$ cat src/rtl/seq_reader.sv
// rtl/seq_reader.sv - snapshot playback of a 4-bit LED sequence with timed show/gap phases
// Optional SEQ_READER_PAUSE_EN adds a pause input that freezes playback in SHOW/GAP.
module seq_reader #(
  parameter int N          = 64,
  parameter int ON_CYCLES  = 25000000,
  parameter int OFF_CYCLES = 12500000,
  parameter int LW         = $clog2(N/4) + 1
) (
  input  logic          CLK,
  input  logic          R,
  input  logic          start,
`ifdef SEQ_READER_PAUSE_EN
  input  logic          pause,
`endif
  input  logic [LW-1:0] len,
  input  logic [N-1:0]  data,
  output logic [3:0]    led,
  output logic [LW-1:0] step,
  output logic          busy,
  output logic          done
);

  localparam int TMAX = (ON_CYCLES > OFF_CYCLES) ? ON_CYCLES : OFF_CYCLES;
  localparam int TW   = (TMAX > 1) ? $clog2(TMAX) : 1;

  localparam logic [LW-1:0] MAX_LEN  = LW'(N/4);
  localparam logic [TW-1:0] ON_LAST  = TW'(ON_CYCLES - 1);
  localparam logic [TW-1:0] OFF_LAST = TW'(OFF_CYCLES - 1);

  localparam logic [1:0] S_IDLE = 2'd0;
  localparam logic [1:0] S_SHOW = 2'd1;
  localparam logic [1:0] S_GAP  = 2'd2;
  localparam logic [1:0] S_DONE = 2'd3;

  logic [1:0]    r_state;
  logic [TW-1:0] r_timer;
  logic [LW-1:0] r_step;
  logic [LW-1:0] r_len;
  logic [N-1:0]  r_data;
  logic [3:0]    r_led;
  logic          r_busy;
  logic          r_done;

  logic [LW-1:0] w_len_clamped;
  logic [LW-1:0] w_step_inc;
  logic [N-1:0]  w_data_next;
  logic          w_hold;

  assign w_len_clamped = (len > MAX_LEN) ? MAX_LEN : len;
  assign w_step_inc    = r_step + LW'(1);
  // The shadow copy shifts left one nibble per step, so the current pattern is always the top nibble.
  assign w_data_next   = r_data << 4;

`ifdef SEQ_READER_PAUSE_EN
  assign w_hold = pause;
`else
  assign w_hold = 1'b0;
`endif

  always_ff @(posedge CLK or negedge R) begin
    if (!R) begin
      r_state <= S_IDLE;
      r_timer <= '0;
      r_step  <= '0;
      r_len   <= '0;
      r_data  <= '0;
      r_led   <= 4'b0000;
      r_busy  <= 1'b0;
      r_done  <= 1'b0;
    end else begin
      case (r_state)
        S_IDLE: begin
          r_step <= '0;
          if (start) begin
            r_data  <= data;
            r_len   <= w_len_clamped;
            r_timer <= '0;
            if (w_len_clamped == '0) begin
              r_state <= S_DONE;
              r_done  <= 1'b1;
            end else begin
              r_state <= S_SHOW;
              r_busy  <= 1'b1;
              r_led   <= data[N-1 -: 4];
            end
          end
        end
        S_SHOW: begin
          if (!w_hold) begin
            if (r_timer == ON_LAST) begin
              r_timer <= '0;
              r_led   <= 4'b0000;
              r_state <= S_GAP;
            end else begin
              r_timer <= r_timer + TW'(1);
            end
          end
        end
        S_GAP: begin
          if (!w_hold) begin
            if (r_timer == OFF_LAST) begin
              r_timer <= '0;
              if (w_step_inc == r_len) begin
                r_state <= S_DONE;
                r_busy  <= 1'b0;
                r_done  <= 1'b1;
              end else begin
                r_state <= S_SHOW;
                r_step  <= w_step_inc;
                r_data  <= w_data_next;
                r_led   <= w_data_next[N-1 -: 4];
              end
            end else begin
              r_timer <= r_timer + TW'(1);
            end
          end
        end
        default: begin
          r_state <= S_IDLE;
          r_done  <= 1'b0;
          r_busy  <= 1'b0;
          r_led   <= 4'b0000;
          r_step  <= '0;
          r_timer <= '0;
        end
      endcase
    end
  end

  assign led  = r_led;
  assign step = r_step;
  assign busy = r_busy;
  assign done = r_done;

endmodule

$ cat config.mk
export PLATFORM = sky130hd
export DESIGN_NAME = seq_reader
export DESIGN_NICKNAME = d
export VERILOG_FILES = /design/src/rtl/seq_reader.sv
export SDC_FILE = /design/constraint.sdc
export NUM_CORES = 1
export LEC_CHECK = 0
export CELL_PAD_IN_SITES_DETAIL_PLACEMENT = 0
export CELL_PAD_IN_SITES_GLOBAL_PLACEMENT = 1
export CORE_ASPECT_RATIO = 0.75
export CORE_UTILIZATION = 45
export CTS_BUF_LIST = sky130_fd_sc_hd__clkbuf_16
export CTS_CLUSTER_DIAMETER = 100
export DETAILED_ROUTE_END_ITERATION = 7
export PLACE_DENSITY_LB_ADDON = 0.1
export SYNTH_ARGS = -nofsm -noshare
export SYNTH_HDL_FRONTEND = slang
export SYNTH_SLANG_ARGS = --single-unit
$ cat constraint.sdc
create_clock -name CLK -period 5.5 [get_ports CLK]
set_clock_uncertainty 0.2 [all_clocks]
set_input_delay 1.1 -clock CLK [delete_from_list [all_inputs] [get_ports CLK]]
set_output_delay 1.1 -clock CLK [all_outputs]
set_load 0.01 [all_outputs]
==> results.md <==
* Diodes inserted at 0
* Max-cap violations at 0
* Placer Congestion at a little over 0.8
* Share of layout cells above drive strength 1 at 25.5%
* Post-DRT Antenna Nets at 0
* Largest cells by area after synthesis: dfrtp_1, mux2_2, nand3_1, a22o_1, nand2_1
* Fin. Hold Viols at 0
* IO buf count at 82
* Area of the multi-input gates at 2740 µm²
* GRT Residual Overflow at 0
* Area leader, netlist: dfrtp_1
* Syn nets at ~570
* Setup crit start kind: flip-flop
* Final TNS setup at 0 ns
* Final setup vio count at 0
* CP Max Fanout at between 50 and 60
* Unique masters post-synth at 47
* WL/cell at 16.6 µm
* Clock transition at the registers of the reported paths at around 0.070 ns
* Fmax achieved at approximately 0.27 GHz
* Slew HR at 36.2%
* Pre-antenna DRT Iters at 4
* Initial antenna violation count at 0
* Clock sinks at 103
* First-pass GRT wire length at 20.3 mm
* Worst Hold Class: reg -> reg
* Initial Util at 46.8%
* Asr flop ratio synth at 100%
* DRC Markers at 0
* Worst EP arrival at 3.80 ns
* Die area at 12700 µm²
* Root buf cell: clkbuf_16
* Iter 0 DRT Violations at 201
* Setup crit end kind: flip-flop
* Leading register cell type out of synthesis: dfrtp_1
* Register area at between 2000 and 3000 µm²
* Post-synthesis cell count at a little under 500
* Num CTS Buffers at 9
* #FFs+latches synth at 103
* Overall power at about 3100 µW
* Nets@finish at 638
* # resized after CTS at 0
* Floorplan row count at 34
* Yosys warnings at 0
* I/O pin cnt at 83
* Avg Cell Area, Syn at 11.3 µm²
* Setup CP Type: reg -> reg
* Commonest cells in the synthesized netlist: mux2_2, dfrtp_1, nand2_1
* Area of the mapped netlist at 5500 µm²
* Routed via count at 4015
* DP HPWL at 8.22 mm
* Chip width at approximately 130 µm
* Fin crit period at 3.76 ns
* Pin count of the biggest net entering global routing at 80
* Max Slew Vio Count at 0
* Total track usage at 20.7%
* Final wirelength at 12.1 mm
* Fillers at between 1k and 1.5k
* Die Y at about 100 µm
* Area fraction of the dominant cell type after synthesis at 46.9%
* Worst Max-Slew Pin Slew at 0.956 ns
* Post-CTS Setup Bufs at 0
* Final Cycle Share at 68.4%
* Core box area at between 10000 and 15000 µm²
* Power Density at about 470 nW/µm²
* Leak Pwr at 0.00274 µW
* Number of synthesized flops with an enable pin at 0
* Area Growth Syn to Fin at 22.2%
* RSZ-0062 raised after global routing: no
* Clock Tree Buf Depth at 2
* Vias/cell at 5.53
* Vias in the first global route at 4027
* Clock Latency Late Sink at 0.35 ns
* Worst path required time at 5.53 ns
* CTS H-tree lvls at 3
* Register area share after synthesis at 46.9%
* CTS tree: yes
* Hold Buf Count CTS at 0
* Status: finished clean
* Top-count cell post-synth: mux2_2
* Max VDD drop at 0.000230 V
per-stage QoR:
stage                     setup slack (ns)  instances  area (µm²)  hold WS (ns)  utilization [%]
final                                 1.74        726        6720         0.304             57.2
after global routing                  1.59        726        6720         0.325             57.2
after CTS                             1.76        726        6720         0.306             57.2
after detailed placement              1.77        711        6430         0.290             54.8
after global placement                1.80        711        6430         0.283             54.8
after floorplan                       2.42        488        5500         0.269                -
final timing paths:
check                                  from          to  slack [ns]  cells after the start
worst max-delay path            r_timer[16]  r_data[52]        1.74                      7
worst min-delay path              r_data[4]   r_data[4]        0.30                      1
worst max register to register  r_timer[16]  r_data[52]        1.74                      7
worst min register to register    r_data[4]   r_data[4]        0.30                      1
max in group asynchronous                 R    r_len[1]        3.39                      2
min in group asynchronous                 R     step[2]        0.66                      1
report_power, final:
group / switching, µW / internal, µW / leakage, µW / total (µW)
Combinational: 599 / 695 / 0.00132 / 1290
Clock: 290 / 349 / 0.000135 / 639
Sequential: 146 / 1040 / 0.00129 / 1190
area by class of cell:
cell class	instances	area share, %
multi-input cells	344	40.8
flip-flops and latches	103	38.4
repair buffers	86	12.6
clock buffers	9	3.35
well taps	162	3.02
clock inverters	6	0.931
inverters	16	0.894
cells by family after synthesis:
family                   synth area share [%]
AO/OA/AOI/OAI                            10.1
adder cells (fa/ha/maj)                  1.37
multiplexers                             24.9
buffers and inverters                    3.53
XOR/XNOR                                 1.59
AND/OR/NAND/NOR                          11.7
flip-flops                               46.9
state kept, by name, indices dropped and copies added (netlist names):
signal / cells
r_data: 60
r_timer: 25
r_len: 5
step: 5
led: 4
r_state: 2
busy: 1
done: 1
cells in the final DEF, fill, tap and decap left out, drive strengths merged, types with 3 or more instances in the layout:
| cell type | instances |
|---|---|
| xnor2 | 4 |
| a31oi | 3 |
| a21oi | 18 |
| nor3 | 5 |
| clkinv | 3 |
| o21ai | 21 |
| a22o | 14 |
| nor2b | 3 |
| o211ai | 3 |
| and3 | 8 |
| buf | 5 |
| clkbuf | 9 |
| o41ai | 3 |
| or4 | 8 |
| nand4 | 6 |
| dfrtp | 103 |
| inv | 16 |
| nand2b | 7 |
| xor2 | 6 |
| nor2 | 23 |
| nand3 | 25 |
| clkdlybuf4s50 | 81 |
| nand2 | 28 |
| a21o | 3 |
| ha | 6 |
| o22ai | 6 |
| mux2 | 118 |
| mux2i | 4 |
| o31ai | 4 |
metal layers:
layer,part of all wire (%),global-route usage [%],vias up
met5,0,0,-
met4,0.60,4.92,0
met3,5.0,5.62,6
met2,44,30.9,84
met1,50,29.9,1997
li1,-,-,1928
worst max-delay path, stage by stage (launching register included):
cell	delay, ns
dfrtp_1	0.42
or4b_1	0.53
or4_4	0.57
nor4_1	0.44
o211ai_1	0.22
a21oi_4	0.21
buf_4	0.58
mux2_2	0.41
No activity file was read; power rests on OpenSTA's default activity.
